**src/rtl/cell_op_arbiter.sv**
```systemverilog
// cell_op_arbiter: shares one registered logic-cell evaluation unit between
// NREQ requesters. A three-state FSM (IDLE -> EVAL -> RESP) grants one
// requester per pass and returns a tagged result, so one op completes every
// three cycles.
//
// Build option: define CELL_OP_ARB_FIXED_PRIO_EN to select fixed priority
// (lowest asserted index wins, no rotating pointer). Left undefined, the
// arbiter is round-robin starting from the requester after the last winner.
// Timing, handshake and results are identical in both modes.
//
// Cycle view for a request sampled at rising edge k:
//   gnt[winner]      high during k..k+1
//   busy             high during k..k+2
//   res_valid/res_*  strobe during k+2..k+3
//   next arbitration at edge k+3

module cell_op_arbiter #(
    parameter int NREQ = 4,                         // number of requesters, 2..8
    parameter int IDW  = 2                          // ceil(log2(NREQ)), minimum 1
) (
    input  logic                clk,
    input  logic                rst_n,
    input  logic [NREQ-1:0]     req,
    input  logic [3*NREQ-1:0]   op,
    input  logic [NREQ-1:0]     a,
    input  logic [NREQ-1:0]     b,
    input  logic [NREQ-1:0]     sel,
    output logic [NREQ-1:0]     gnt,
    output logic                busy,
    output logic                res_valid,
    output logic [IDW-1:0]      res_id,
    output logic                res_data,
    output logic                res_err
);

    // ------------------------------------------------------------------
    // Types
    // ------------------------------------------------------------------
    typedef enum logic [1:0] {
        S_IDLE = 2'd0,
        S_EVAL = 2'd1,
        S_RESP = 2'd2
    } state_e;

    typedef enum logic [2:0] {
        OP_BUF  = 3'd0,
        OP_AND  = 3'd1,
        OP_OR   = 3'd2,
        OP_XOR  = 3'd3,
        OP_NAND = 3'd4,
        OP_NOT  = 3'd5,
        OP_MUX  = 3'd6,
        OP_RSVD = 3'd7
    } cell_op_e;

    // ------------------------------------------------------------------
    // State
    // ------------------------------------------------------------------
    state_e             state_q;

    // Operation latched at the grant edge; the requester may change its
    // inputs freely afterwards without disturbing the in-flight result.
    cell_op_e           op_q;
    logic               a_q;
    logic               b_q;
    logic               sel_q;
    logic [IDW-1:0]     idx_q;

    // Evaluation result captured in EVAL, published in RESP.
    logic               eval_data_q;
    logic               eval_err_q;

    // Registered outputs.
    logic [NREQ-1:0]    gnt_q;
    logic               res_valid_q;
    logic [IDW-1:0]     res_id_q;
    logic               res_data_q;
    logic               res_err_q;

`ifndef CELL_OP_ARB_FIXED_PRIO_EN
    // Index scanned first at the next arbitration.
    logic [IDW-1:0]     rr_ptr_q;
    logic [IDW-1:0]     rr_ptr_d;
`endif

    // Combinational arbitration and evaluation results.
    logic               win_found;
    logic [IDW-1:0]     win_idx;
    logic               eval_data_d;
    logic               eval_err_d;

    // ------------------------------------------------------------------
    // Winner selection among the currently asserted requests.
    // ------------------------------------------------------------------
    // NOTE: every output of a combinational block gets a default first so no
    // path through the block leaves it unassigned, which would infer a latch.
    always_comb begin
        win_found = 1'b0;
        win_idx   = '0;
`ifdef CELL_OP_ARB_FIXED_PRIO_EN
        // Descending scan: the last hit, i.e. the lowest index, wins.
        for (int i = NREQ - 1; i >= 0; i--) begin
            if (req[i]) begin
                win_found = 1'b1;
                win_idx   = IDW'(i);
            end
        end
`else
        // Scan rr_ptr, rr_ptr+1, ... modulo NREQ; the first hit wins.
        for (int k = 0; k < NREQ; k++) begin
            if (!win_found && req[(int'(rr_ptr_q) + k) % NREQ]) begin
                win_found = 1'b1;
                win_idx   = IDW'((int'(rr_ptr_q) + k) % NREQ);
            end
        end
`endif
    end

`ifndef CELL_OP_ARB_FIXED_PRIO_EN
    // Pointer moves to the requester after the winner, wrapping NREQ-1 -> 0.
    always_comb begin
        rr_ptr_d = IDW'((int'(win_idx) + 1) % NREQ);
    end
`endif

    // ------------------------------------------------------------------
    // Cell function of the latched operation.
    // ------------------------------------------------------------------
    always_comb begin
        eval_data_d = 1'b0;
        eval_err_d  = 1'b0;
        unique case (op_q)
            OP_BUF:  eval_data_d = a_q;
            OP_AND:  eval_data_d = a_q & b_q;
            OP_OR:   eval_data_d = a_q | b_q;
            OP_XOR:  eval_data_d = a_q ^ b_q;
            OP_NAND: eval_data_d = ~(a_q & b_q);
            OP_NOT:  eval_data_d = ~a_q;
            OP_MUX:  eval_data_d = sel_q ? b_q : a_q;
            OP_RSVD: eval_err_d  = 1'b1;
        endcase
    end

    // ------------------------------------------------------------------
    // Control FSM with registered outputs: grant in IDLE, evaluate in EVAL,
    // publish the tagged result when leaving RESP.
    // ------------------------------------------------------------------
    // NOTE: sequential state is written only with non-blocking assignments,
    // so every register samples pre-edge values regardless of statement order.
    // NOTE: the small latched-operand registers are reset too, so the unit
    // comes out of reset in a fully defined state; reset discards any op.
    always_ff @(posedge clk or negedge rst_n) begin
        if (!rst_n) begin
            state_q     <= S_IDLE;
            op_q        <= OP_BUF;
            a_q         <= 1'b0;
            b_q         <= 1'b0;
            sel_q       <= 1'b0;
            idx_q       <= '0;
            eval_data_q <= 1'b0;
            eval_err_q  <= 1'b0;
            gnt_q       <= '0;
            res_valid_q <= 1'b0;
            res_id_q    <= '0;
            res_data_q  <= 1'b0;
            res_err_q   <= 1'b0;
`ifndef CELL_OP_ARB_FIXED_PRIO_EN
            rr_ptr_q    <= '0;
`endif
        end else begin
            unique case (state_q)
                S_IDLE: begin
                    // Result strobes last exactly one cycle.
                    res_valid_q <= 1'b0;
                    res_err_q   <= 1'b0;
                    if (win_found) begin
                        op_q    <= cell_op_e'(op[3*int'(win_idx) +: 3]);
                        a_q     <= a[win_idx];
                        b_q     <= b[win_idx];
                        sel_q   <= sel[win_idx];
                        idx_q   <= win_idx;
                        gnt_q   <= NREQ'(1) << win_idx;
`ifndef CELL_OP_ARB_FIXED_PRIO_EN
                        rr_ptr_q <= rr_ptr_d;
`endif
                        state_q <= S_EVAL;
                    end
                end
                S_EVAL: begin
                    gnt_q       <= '0;
                    eval_data_q <= eval_data_d;
                    eval_err_q  <= eval_err_d;
                    state_q     <= S_RESP;
                end
                S_RESP: begin
                    // res_id/res_data hold until the next result is published.
                    res_valid_q <= 1'b1;
                    res_id_q    <= idx_q;
                    res_data_q  <= eval_data_q;
                    res_err_q   <= eval_err_q;
                    state_q     <= S_IDLE;
                end
                default: begin
                    state_q <= S_IDLE;
                end
            endcase
        end
    end

    // ------------------------------------------------------------------
    // Outputs
    // ------------------------------------------------------------------
    assign gnt       = gnt_q;
    assign busy      = (state_q != S_IDLE);
    assign res_valid = res_valid_q;
    assign res_id    = res_id_q;
    assign res_data  = res_data_q;
    assign res_err   = res_err_q;

endmodule
```
**config.mk**
```make
export PLATFORM = sky130hd
export DESIGN_NAME = cell_op_arbiter
export DESIGN_NICKNAME = d
export VERILOG_FILES = /design/src/rtl/cell_op_arbiter.sv
export SDC_FILE = /design/constraint.sdc
export NUM_CORES = 1
export LEC_CHECK = 0
export CORE_MARGIN = 2
export CORE_UTILIZATION = 39
export CTS_CLUSTER_DIAMETER = 60
export DETAILED_ROUTE_END_ITERATION = 8
export PLACE_DENSITY = 0.67
export RECOVER_POWER = 100
export SETUP_SLACK_MARGIN = 0.5
export SLEW_MARGIN = 20
export SYNTH_ARGS = -nofsm -noshare
export SYNTH_HDL_FRONTEND = slang
export SYNTH_SLANG_ARGS = --single-unit
```
**constraint.sdc**
```tcl
create_clock -name clk -period 5.4 [get_ports clk]
set_input_delay 1.62 -clock clk [delete_from_list [all_inputs] [get_ports clk]]
set_output_delay 1.62 -clock clk [all_outputs]
set_load 0.03 [all_outputs]
```
Yosys cells after proc, flatten, opt, wreduce, memory -nomap -nowiden
Index checks and enable logic that the tools add are counted.
W data, S select, Z words.
{"block": "totals", "regBits": 23, "in_bits": 30, "out_inout_bits": 10, "elab_cells": 94}
{"block": "op_classes", "n_addsub": 4, "mul": 1, "order_cmp": 5, "n_eq_ne": 10, "shift": 2, "muxes": 34, "n_bitwise": 8, "reduce_logical": 16}
{"operator": "$mux W1", "n": 16}
{"operator": "$bmux W1 S2", "n": 7}
{"operator": "$eq A3 B3 Y1 const B", "n": 4}
{"operator": "$lt A3 B4 Y1 const B", "n": 3}
{"operator": "$shiftx A12 B5 Y3", "n": 1}
{"operator": "$mux W2", "n": 5}
{"operator": "$pmux W4 S2", "n": 1}
{"operator": "$pmux W1 S7", "n": 1}
{"operator": "$eq A3 B2 Y1 const B", "n": 2}
{"operator": "$lt A2 B3 Y1 const B", "n": 2}
{"operator": "$reduce_bool A2 Y1", "n": 3}
{"operator": "$reduce_or A2 Y1", "n": 3}
{"operator": "$add A2 B1 Y2 const B", "n": 2}
{"operator": "$add A2 B2 Y2 const B", "n": 2}
{"operator": "$mul A2 B2 Y4 const A", "n": 1}
{"operator": "$mux W4", "n": 1}
{"operator": "$pmux W1 S2", "n": 2}
{"operator": "$pmux W2 S2", "n": 1}
{"operator": "$reduce_and A2 Y1", "n": 2}
{"operator": "$shl A1 B2 Y4 const A", "n": 1}
{"operator": "$and A1 B1 Y1 const A", "n": 3}
{"operator": "$eq A3 B1 Y1 const B", "n": 1}
{"operator": "$logic_and A1 B1 Y1", "n": 3}
{"operator": "$logic_not A1 Y1", "n": 3}
{"operator": "other kinds (9)", "n": 10}

Logic depth before layout (Yosys ltp)
Gate-level depths: netlist of the first run.
{"block": "logic_depth", "ltp_word": 17, "mapped_depth": 8}

Least setup slack after synthesis of the first run
OpenSTA, ideal clock, no wires.
{"block": "synth_timing", "kind": "input-to-reg", "startpoint": "in req[1]", "endpoint": "reg a_q", "t_arrival_ns": 2.780, "setup_slack_ns": 2.543, "stages": 7, "n_path_buf": 2, "path_cell_list": "a21bo_2 > a221o_1 > buf_6 > buf_12 > mux2i_1 > a31o_1 > a21oi_1"}
{"block": "synth_between", "elab_chain_len": 14, "elab_cells_between_ends": 28, "cone_classes": "mux (21); reduce/logical (7)"}
{"item": "start: declaration", "line": "23", "source": "input logic [NREQ-1:0] req,"}
{"item": "$bmux W1 S2", "line": "111", "source": "if (!win_found && req[(int'(rr_ptr_q) + k) % NREQ]) begin"}
{"item": "$mux W1 (implied by the code)", "line": "111"}
{"item": "$mux W1", "line": "111"}
{"item": "$logic_not A1 Y1", "line": "111"}
{"item": "$logic_and A1 B1 Y1", "line": "111"}
{"item": "$mux W1", "line": "111"}
{"item": "$logic_not A1 Y1", "line": "111"}
{"item": "$logic_and A1 B1 Y1", "line": "111"}
{"item": "$mux W1", "line": "111"}
{"item": "$logic_not A1 Y1", "line": "111"}
{"item": "$logic_and A1 B1 Y1", "line": "111"}
{"item": "$mux W2", "line": "111"}
{"item": "$bmux W1 S2", "line": "178", "source": "a_q <= a[win_idx];"}
{"item": "$mux W1 (implied by the code)", "line": "178"}
{"item": "end signal: assignment", "line": "178"}
{"item": "end: declaration", "line": "64", "source": "logic a_q;"}
Parallel ways exist; a longest one is shown, timed or not. The select of a mux whose other input is x is not followed.
A chain may end at the register's enable or synchronous reset.

Worst setup path after layout of the first run
{"block": "layout_timing", "startpoint": "in req[2]", "endpoint": "reg op_q[0]"}
{"block": "layout_between", "elab_chain_len": 14, "elab_cells_between_ends": 28, "cone_classes": "mul (1); shift (1); mux (19); reduce/logical (7)"}
{"item": "$bmux W1 S2", "line": "111"}
{"item": "$mux W1 (implied by the code)", "line": "111"}
{"item": "$mux W1", "line": "111"}
{"item": "$logic_not A1 Y1", "line": "111"}
{"item": "$logic_and A1 B1 Y1", "line": "111"}
{"item": "$mux W1", "line": "111"}
{"item": "$logic_not A1 Y1", "line": "111"}
{"item": "$logic_and A1 B1 Y1", "line": "111"}
{"item": "$mux W1", "line": "111"}
{"item": "$logic_not A1 Y1", "line": "111"}
{"item": "$logic_and A1 B1 Y1", "line": "111"}
{"item": "$mux W2", "line": "111"}
{"item": "$mul A2 B2 Y4", "line": "177", "source": "op_q <= cell_op_e'(op[3*int'(win_idx) +: 3]);"}
{"item": "$shiftx A12 B5 Y3", "line": "177"}
{"item": "end signal: assignment", "line": "177"}
{"item": "end: declaration", "line": "63", "source": "cell_op_e op_q;"}
Parallel ways exist; a longest one is shown, timed or not. The select of a mux whose other input is x is not followed.

==> key figures, run 1 <==
Clock tree
  – CTS tree: built
  – Max Buffers Root-to-Sink: 2
  – Root Driver: clkbuf_4
  – Reg clk slew, reported paths: 120 ps
  – Clk sink count: 23
  – Number of CTS-inserted buffers: 3
  – Hold Buf Count CTS: 0
  – Skew-Pair Late Insertion Delay: ~300 ps
  – CTS H-Tree Depth: 1
  – Postcts setup bufs: 0
  – Cts repair resizes: 0

Synth
  – Synth area leader: dfrtp_1
  – Synth async-reset ratio: 1.00
  – Top-count cell post-synth: dfrtp_1
  – Top cells by instance count after synthesis: 23 x dfrtp_1, 15 x mux2i_1, 9 x a21oi_1, 9 x nand2_1, 9 x nor2_1
  – Post-synth EDFFs: 0
  – Syn nets: 152
  – Sequential area share after synthesis: 0.458
  – Share of the synthesized area in the top cell type: 0.458
  – Avg Cell Area, Syn: 10.5 um^2
  – Synthesis-stage register bit count: 23
  – Ys flop type: dfrtp_1
  – Cell Area, Synth: 1260 um^2
  – Gate Count Post-Synth: between 100 and 150
  – Synth area leaders: dfrtp_1 46%, mux2i_1 12%, a21oi_1 3.6%, o21ai_0 3.2%, nand2_1 2.7%
  – Post-synthesis cell type count: 36
  – Yosys warns: 0

STA
  – Max_slew headroom: 0.205
  – Final Cycle Share: 0.661
  – Clk_skew: 2.35 ps
  – Final Hold Vio Count: 0
  – RSZ-0062 raised after global routing: no
  – Pins Over Slew Limit: 0
  – Final worst path period need: 3570 ps
  – Final setup fails: 0
  – Least-Margin Pin Slew: 1190 ps
  – TNS Setup: 0 ps
  – Fmax: 280 MHz

Setup path
  – Cell family with most CP delay: simple AND/OR/NAND/NOR gates
  – Crit-path slowest cell: dlygate4sd3_1
  – Critical path peak fanout: 15
  – Setup CP Type: input port to flip-flop
  – CP Data Arrival Time: 3740 ps
  – CP endpoint kind: flip-flop
  – Slowest stage delay, CP: 590 ps
  – Crit-path cells: dlygate4sd3_1 -> nor4_1 -> or2_0 -> inv_1 -> nor2_1 -> a31o_2 -> a21oi_1
  – CP bufs+invs: 2
  – Startpoint types: input port
  – Worst EP required: 5570 ps

Routing
  – Routed Antenna Nets: 0
  – DRT Pass-1 Iters: 4
  – Mean routed wirelength per cell: between 10 and 15 um
  – Residual DRC count: 0
  – DRT Wirelength: 2540 um
  – Vias post-DR: between 1000 and 1500
  – 1st-iter DRT viols: 26
  – Via density: 5.02

Power and ir drop
  – Switching power: 361 uW
  – Seq pwr share: 0.369
  – IR drop worst, VDD: 0.183 mV
  – Pleak: between 0.7 and 0.8 nW
  – Internal power: a little under 500 uW
  – Clock Power Share: 0.091
  – Combinational share of power: 0.539
  – Switching Share: 0.424
  – Power Density: between 500 and 600 nW/um^2

Outcome
  – Outcome: finished clean

Final layout
  – Fin area: 1670 um^2
  – Nets: 191
  – Ratio of cells with drive above 1 in the final layout: 0.0759
  – ANT cells: 0
  – Fill count: 298
  – Area Overhead vs Synth: 32.7%
  – Reg area: approximately 580 um^2
  – Multi-input gate area: 591 um^2

Placement
  – Post-DP Area: between 1500 and 2000 um^2
  – Global placement routability congestion: 0.709
  – PortBufs: 39
  – Post-DP HPWL: 2010 um

Die
  – Std-Cell Rows: 20
  – Die height: 60.8 um
  – Die area: 3690 um^2
  – Overall die width: a little over 60 um
  – Initial Util: 0.412
  – Num ports: 40
  – Core Area: 3050 um^2

GRT
  – First-pass GRT wire length: 4400 um
  – Initial antenna violation count: 0
  – Largest net degree at the start of global routing: 24
  – Grt total ovfl: 0
  – Vias in the first global route: 1003
  – All-layer global routing usage: 0.160

Worst hold path
  – Worst min path class: flip-flop to flip-flop

Flow run
  – Max Cap Viol: 0
[power by group through the flow]
stage	Clock [mW]	Sequential, mW	Combinational (mW)
final	0.0779	0.314	0.460
after global routing	0.0878	0.327	0.514
after CTS	0.0801	0.318	0.481
after detailed placement	0	0.322	0.479
after global placement	0	0.318	0.465
after floorplan	0	0.352	0.324
[state kept, by name (all words and copies together), names as in the netlist]
name and flops:
res_id 2, eval_err_q 1, b_q 1, rr_ptr_q 2, a_q 1, gnt 4
state_q 2, idx_q 2, res_err 1, res_data 1, sel_q 1, op_q 3
eval_data_q 1, res_valid 1
[worst paths after layout]
check | slack, ps | cells past startpoint | endpoint | startpoint
worst max-delay path | 1830 | 7 | op_q[0] | req[2]
worst min-delay path | 490 | 2 | idx_q[0] | idx_q[0]
worst max register to register | 3380 | 6 | op_q[0] | state_q[1]
worst min register to register | 490 | 2 | idx_q[0] | idx_q[0]
max in group asynchronous | 3170 | 1 | res_id[1] | rst_n
min in group asynchronous | 1530 | 1 | res_id[0] | rst_n
[area by class of cell]
| cell class | count | area share |
|---|---|---|
| clock buffer | 4 | 0.0157 |
| inverter | 8 | 0.0180 |
| multi-input combinational | 83 | 0.354 |
| sequential | 23 | 0.345 |
| tap | 44 | 0.0330 |
| timing repair buffer | 40 | 0.235 |
[placed cells by master (no fill, tap or decap), types with 2 or more instances in the layout]
cell             instances
a21oi_1                  9
nor2_1                   9
a21o_1                   2
o21ai_0                  8
clkdlybuf4s50_1         25
nand2b_1                 2
inv_1                    8
mux2i_1                 15
clkbuf_1                 2
dfrtp_1                 23
ha_1                     2
mux2_2                   3
nand2_1                  9
a31o_2                   3
a31o_1                   3
clkbuf_4                 3
nand3_1                  2
dlygate4sd3_1           13
[logic make-up after synthesis]
kind of cell / synth area share
mux: 0.164
simple gates: 0.0975
buf+inv: 0.0726
xor+xnor: 0.00697
flops: 0.458
fa+ha+maj: 0.0199
compound gates: 0.181
[layer usage]
layer,global-route usage,up-vias,routed length [um]
met5,0,-,0
met4,0.0466,0,12
met3,0.0256,2,136
met2,0.290,33,1300
met1,0.195,470,1090
li1,-,509,-
[per-stage QoR]
| stage | setup WS [ps] | util | cells | hold slack, ps | total power [mW] |
|---|---|---|---|---|---|
| 3_3_place_gp | 1710 | 0.540 | 198 | 461 | 0.783 |
| 6_report | 1830 | 0.547 | 202 | 494 | 0.852 |
| 4_1_cts | 1990 | 0.549 | 202 | 499 | 0.879 |
| 2_1_floorplan | 2540 | - | 120 | 442 | 0.676 |
| 3_5_place_dp | 1670 | 0.540 | 198 | 471 | 0.801 |
| 5_1_grt | 1560 | 0.547 | 202 | 513 | 0.929 |
[tightest hold or removal path: cells and delay by family (launching register included)]
family	cells	cell delay (ps)
simple gates	2	110
flops	1	360
Power figures use the tool's default switching activity.
==> run 2, diff against run 1 <==
--- a/config.mk
+++ b/config.mk
@@ -9,7 +9,7 @@
 export CORE_UTILIZATION = 39
 export CTS_CLUSTER_DIAMETER = 60
 export DETAILED_ROUTE_END_ITERATION = 8
-export PLACE_DENSITY = 0.67
+export PLACE_DENSITY = 0.7
 export RECOVER_POWER = 100
 export SETUP_SLACK_MARGIN = 0.5
 export SLEW_MARGIN = 20
==> constraint.sdc (replaced) <==
create_clock -name clk -period 3.2 [get_ports clk]
set_input_delay 0.96 -clock clk [delete_from_list [all_inputs] [get_ports clk]]
set_output_delay 0.96 -clock clk [all_outputs]
set_load 0.03 [all_outputs]
==> key figures, run 2 (synthesis results as in run 1) <==
Outcome
  – Outcome: finished clean

Routing
  – DRT Pass-1 Iters: 4 (unchanged)
  – 1st-iter DRT viols: 55 (+110%)
  – Residual DRC count: 0 (unchanged)
  – Mean routed wirelength per cell: 12.8 um (+1.6%)
  – Vias post-DR: 1023 (+0.89%)
  – Via density: 5.01 (-0.10%)
  – DRT Wirelength: 2600 um (+2.6%)
  – Routed Antenna Nets: 0 (unchanged)

Final layout
  – Fill count: 298 (unchanged)
  – Non-Filler Instances: 204 (+0.99%)
  – Max reg flops: 4 (unchanged)
  – Area Overhead vs Synth: 34.2%
  – Nets: 193 (+1.0%)
  – ANT cells: 0 (unchanged)
  – Most common cell after layout, fill and taps aside: clkdlybuf4s50_1
  – Most frequent cells in the layout: 27 x clkdlybuf4s50_1, 23 x dfrtp_1, 15 x mux2i_1
  – Ratio of cells with drive above 1 in the final layout: 0.0938 (+0.0178)

Clock tree
  – Skew-Pair Late Insertion Delay: 320 ps (+20 ps)
  – CTS H-Tree Depth: 1 (unchanged)
  – Postcts setup bufs: 0 (unchanged)
  – Root Driver: clkbuf_4
  – Cts repair resizes: 1 (+1)
  – Max Buffers Root-to-Sink: 2 (unchanged)
  – Hold Buf Count CTS: 0 (unchanged)
  – Reg clk slew, reported paths: 130 ps (about the same)
  – Number of CTS-inserted buffers: 3 (unchanged)
  – CTS tree: built
  – Clk sink count: 23 (unchanged)

Power and ir drop
  – Switching Share: 0.430 (+0.00559)
  – Switching power: 625 uW (+73%)
  – Combinational share of power: 0.540 (about the same)
  – Pwr Total: 1.45 mW (+71%)
  – Power Density: 862 nW/um^2 (+69%)
  – Internal power: 829 uW (+69%)
  – Seq pwr share: 0.363 (-0.006)
  – Clock Power Share: 0.097 (+0.006)
  – Pleak: 0.777 nW (+0.43%)
  – IR drop worst, VDD: 0.266 mV (+45%)

STA
  – Final Cycle Share: 0.849
  – Max_slew headroom: 0.188 (-0.0173)
  – RSZ-0062 raised after global routing: no
  – Pins Over Slew Limit: 0 (unchanged)
  – Final setup fails: 0 (unchanged)
  – Final worst path period need: 2720 ps
  – Least-Margin Pin Slew: 1220 ps (+26.0 ps)
  – Final Hold Vio Count: 0 (unchanged)
  – TNS Setup: 0 ps (unchanged)
  – Fmax: 368 MHz
  – Clk_skew: 1.80 ps (-0.557 ps)

Setup path
  – Cell family with most CP delay: buffers and inverters
  – Slowest stage delay, CP: 610 ps (+20 ps)
  – Critical path peak fanout: 15 (unchanged)
  – Startpoint types: input port
  – Setup CP Type: input port to flip-flop
  – Worst setup endpoint: op_q[1]
  – CP Data Arrival Time: 2970 ps (-770 ps)
  – Crit-path slowest cell: dlygate4sd3_1
  – Crit-path cells: dlygate4sd3_1 -> nor4_1 -> or2_0 -> inv_2 -> a31o_2 -> a21oi_1
  – Worst setup path startpoint: req[0]
  – FF-to-FF End: op_q[1]
  – RR Startpoint: state_q[0]
  – WP depth: 6 (-1)
  – Worst R2R Setup Slack: 1310 ps (-2070 ps)
  – CP endpoint kind: flip-flop
  – R2r worst-path depth: 6 (unchanged)
  – CP bufs+invs: 2 (unchanged)
  – Worst EP required: 3450 ps (-2120 ps)

Worst hold path
  – Hold path depth: 2 (unchanged)
  – Worst min path class: flip-flop to flip-flop

Die
  – Die area: 3690 um^2 (unchanged)
  – Core Area: 3050 um^2 (unchanged)
  – Initial Util: 0.412 (unchanged)
  – Std-Cell Rows: 20 (unchanged)
  – Num ports: 40 (unchanged)
  – Die height: 60.8 um (unchanged)
  – Overall die width: 60.8 um (unchanged)

Flow run
  – Max Cap Viol: 0 (unchanged)

GRT
  – First-pass GRT wire length: 4360 um (-0.95%)
  – Initial antenna violation count: 0 (unchanged)
  – All-layer global routing usage: 0.158 (-0.00207)
  – Grt total ovfl: 0 (unchanged)
  – Vias in the first global route: 1030 (+2.7%)
  – Largest net degree at the start of global routing: 24 (unchanged)

Placement
  – PortBufs: 39 (unchanged)
  – Global placement routability congestion: 0.791 (+12%)
  – Post-DP HPWL: 2020 um (+0.31%)
  – Placed cells: 200 (+1.0%)
[run 2: changes by cell type in the layout (fill, tap and decap cells not counted)]
cell             previous run  this run
inv_1                       8         7
clkdlybuf4s50_1            25        27
a221o_1                     1         0
a221o_2                     0         1
inv_2                       0         1
clkinvlp_4                  0         1
dlygate4sd3_1              13        12
[run 2: power by group through the flow]
stage	Clock (mW)	Sequential [mW]	Combinational, mW
after detailed placement	0	0.539	0.820
after global routing	0.155	0.551	0.873
final	0.141	0.528	0.786
after CTS	0.146	0.532	0.822
after global placement	0	0.528	0.797
after floorplan	0	0.594	0.547
[run 2: routing by layer]
metal / part of all wire / global-route usage / up-vias
met2: 0.52 / 0.293 / 33
li1: - / - / 509
met3: 0.056 / 0.0341 / 3
met5: 0 / 0 / -
met4: 0.0088 / 0.0435 / 0
met1: 0.41 / 0.182 / 478
[run 2: tightest hold or removal path: cells and delay by family, from the launching register on]
family | cells | cell delay, ps
and+or+nand+nor | 2 | 110
DFF | 1 | 360
[run 2: cell type report]
type	count	area, um^2	share of cell area
clock inverter	1	7.51	0.00445
timing repair buffer	42	405	0.240
inverter	8	30.0	0.0178
tap	44	55.1	0.0326
clock buffer	3	22.5	0.0133
multi-input combinational	83	592	0.351
sequential	23	576	0.341
[run 2: through the flow]
step | cell area [um^2] | hold slack [ps] | util | worst slack, ps
after floorplan | 1260 | 442 | - | 1000
after global placement | 1660 | 461 | 0.545 | 218
after detailed placement | 1660 | 469 | 0.545 | 131
after CTS | 1700 | 502 | 0.555 | 645
after global routing | 1690 | 510 | 0.553 | 272
final | 1690 | 496 | 0.553 | 485
[run 2: how the worst min path moves through the flow]
stage	from	end	slack, ps
CTS	idx_q[0]	idx_q[0]	500
floorplan	idx_q[0]	idx_q[0]	440
detailed placement	idx_q[0]	idx_q[0]	470
finish	res_valid	res_valid	500
global route	eval_data_q	eval_data_q	510
global placement	idx_q[0]	idx_q[0]	460
==> run 3, diff against run 2 <==
--- a/config.mk
+++ b/config.mk
@@ -9,7 +9,7 @@
 export CORE_UTILIZATION = 39
 export CTS_CLUSTER_DIAMETER = 60
 export DETAILED_ROUTE_END_ITERATION = 8
-export PLACE_DENSITY = 0.7
+export PLACE_DENSITY = 0.67
 export RECOVER_POWER = 100
 export SETUP_SLACK_MARGIN = 0.5
 export SLEW_MARGIN = 20
==> constraint.sdc (replaced) <==
create_clock -name clk -period 2.6 [get_ports clk]
set_input_delay 0.78 -clock clk [delete_from_list [all_inputs] [get_ports clk]]
set_output_delay 0.78 -clock clk [all_outputs]
set_load 0.03 [all_outputs]
==> key figures, run 3 (synthesis results as in run 1) <==
GRT
  – Vias in the first global route: 1067 (+3.6%)
  – Initial antenna violation count: 0 (unchanged)
  – All-layer global routing usage: 0.164 (+0.00582)
  – Grt total ovfl: 0 (unchanged)
  – Largest net degree at the start of global routing: 24 (unchanged)
  – First-pass GRT wire length: 4570 um (+4.9%)

Placement
  – Global placement routability congestion: 0.729 (-7.7%)
  – Dpl ws: 30.9 ps (-100 ps)
  – Post-DP HPWL: 2080 um (+3.1%)
  – PortBufs: 39 (unchanged)

Setup path
  – FF-to-FF End: op_q[1]
  – Slowest stage delay, CP: 590 ps (-20 ps)
  – Setup CP Type: input port to flip-flop
  – Worst EP required: 2830 ps (-620 ps)
  – Worst R2R Setup Slack: 850 ps (-460 ps)
  – Worst setup endpoint: a_q
  – CP endpoint kind: flip-flop
  – Worst setup path startpoint: req[2]
  – Crit-path slowest cell: dlygate4sd3_1
  – Critical path peak fanout: 7 (-8)
  – CP Data Arrival Time: 2420 ps (-550 ps)
  – Startpoint types: input port
  – RR Startpoint: rr_ptr_q[1]
  – R2r worst-path depth: 6 (unchanged)
  – Crit-path cells: dlygate4sd3_1 -> nor4_1 -> or2_4 -> nor2_1 -> clkbuf_1 -> a21oi_1

STA
  – Final setup fails: 0 (unchanged)
  – Least-Margin Pin Slew: 1220 ps (+5.50 ps)
  – TNS Setup: 0 ps (unchanged)
  – Final worst path period need: 2190 ps
  – Pins Over Slew Limit: 0 (unchanged)
  – Clk_skew: 1.08 ps (-0.719 ps)
  – Fmax: 457 MHz
  – Max_slew headroom: 0.184 (-0.00366)
  – Final Hold Vio Count: 0 (unchanged)
  – RSZ-0062 raised after global routing: no
  – Final Cycle Share: 0.841
  – Final setup margin: 413 ps (-71.2 ps)

Outcome
  – Outcome: finished clean

Routing
  – Mean routed wirelength per cell: 12.7 um (-0.68%)
  – 1st-iter DRT viols: 35 (-36%)
  – Vias post-DR: 1076 (+5.2%)
  – Routed Antenna Nets: 0 (unchanged)
  – DRT Pass-1 Iters: 4 (unchanged)
  – DRT Wirelength: 2710 um (+4.2%)
  – Via density: 5.03 (+0.27%)
  – Residual DRC count: 0 (unchanged)

Worst hold path
  – Worst min path class: flip-flop to flip-flop
  – Worst Min Path Start: res_valid

Clock tree
  – Max Buffers Root-to-Sink: 2 (unchanged)
  – Number of CTS-inserted buffers: 3 (unchanged)
  – CTS H-Tree Depth: 1 (unchanged)
  – Clk sink count: 23 (unchanged)
  – CTS tree: built
  – Root Driver: clkbuf_4
  – Skew-Pair Late Insertion Delay: 300 ps (-20 ps)
  – Reg clk slew, reported paths: 120 ps (about the same)

Flow run
  – Max Cap Viol: 0 (unchanged)

Final layout
  – Ratio of cells with drive above 1 in the final layout: 0.147 (+0.0533)
  – Area Overhead vs Synth: 39.4%
  – Most common cell after layout, fill and taps aside: clkdlybuf4s50_1
  – Max reg flops: 4 (unchanged)
  – Nets: 203 (+5.2%)
  – ANT cells: 0 (unchanged)
  – Most frequent cells in the layout: 24 x clkdlybuf4s50_1, 23 x dfrtp_1, 15 x mux2i_1

Die
  – Num ports: 40 (unchanged)
  – Std-Cell Rows: 20 (unchanged)
  – Overall die width: 60.8 um (unchanged)
  – Initial Util: 0.412 (unchanged)
  – Die height: 60.8 um (unchanged)
  – Die area: 3690 um^2 (unchanged)
  – Core Area: 3050 um^2 (unchanged)

Power and ir drop
  – Power Density: 1060 nW/um^2 (+23%)
  – IR drop worst, VDD: 0.348 mV (+31%)
  – Pleak: 0.841 nW (+8.3%)
## run 3: metal layers
metal,GRT usage,share of wire
met3,0.0299,0.059
met2,0.321,0.53
met5,0,0
met4,0.0342,0.0026
met1,0.183,0.41
## run 3: area by class of cell
class                      count  area (um^2)
clock buffer                   4         26.3
timing repair buffer          52          459
tap                           44         55.1
multi-input combinational     83          602
inverter                       8         35.0
sequential                    23          576
fill                         299         1300
## run 3: metrics by stage
step	hold WS [ps]	cells	total power, mW	area [um^2]	utilization
after floorplan	442	120	1.40	1260	-
after global placement	463	205	1.67	1700	0.557
after detailed placement	466	205	1.71	1700	0.557
after CTS	493	214	1.87	1760	0.575
after global routing	521	214	2.02	1750	0.574
final	488	214	1.86	1750	0.574
## run 3: where the power goes
| part | internal [mW] | switching, mW | total, mW |
|---|---|---|---|
| registers | 0.521 | 0.135 | 0.655 |
| clock network | 0.0597 | 0.102 | 0.161 |
| logic | 0.490 | 0.553 | 1.04 |
## run 3: worst min-delay path by stage
stage	endpoint	cells past startpoint
2_1_floorplan	idx_q[0]	2
3_3_place_gp	eval_data_q	1
3_5_place_dp	res_valid	2
4_1_cts	res_valid	2
5_1_grt	res_id[0]	1
6_report	res_valid	2
## run 3: repair_timing
item	CTS	global route
cloned	1	0
endpoints found under the setup margin	16	8
hold buffers	0	0
setup buffers	4	0
gates resized for setup	14	12
pin swaps	1	1
## run 3: critical path: cells and delay by family
family	cells	cell delay (ps)
buf+inv	2	790
compound gates	1	170
simple gates	3	680
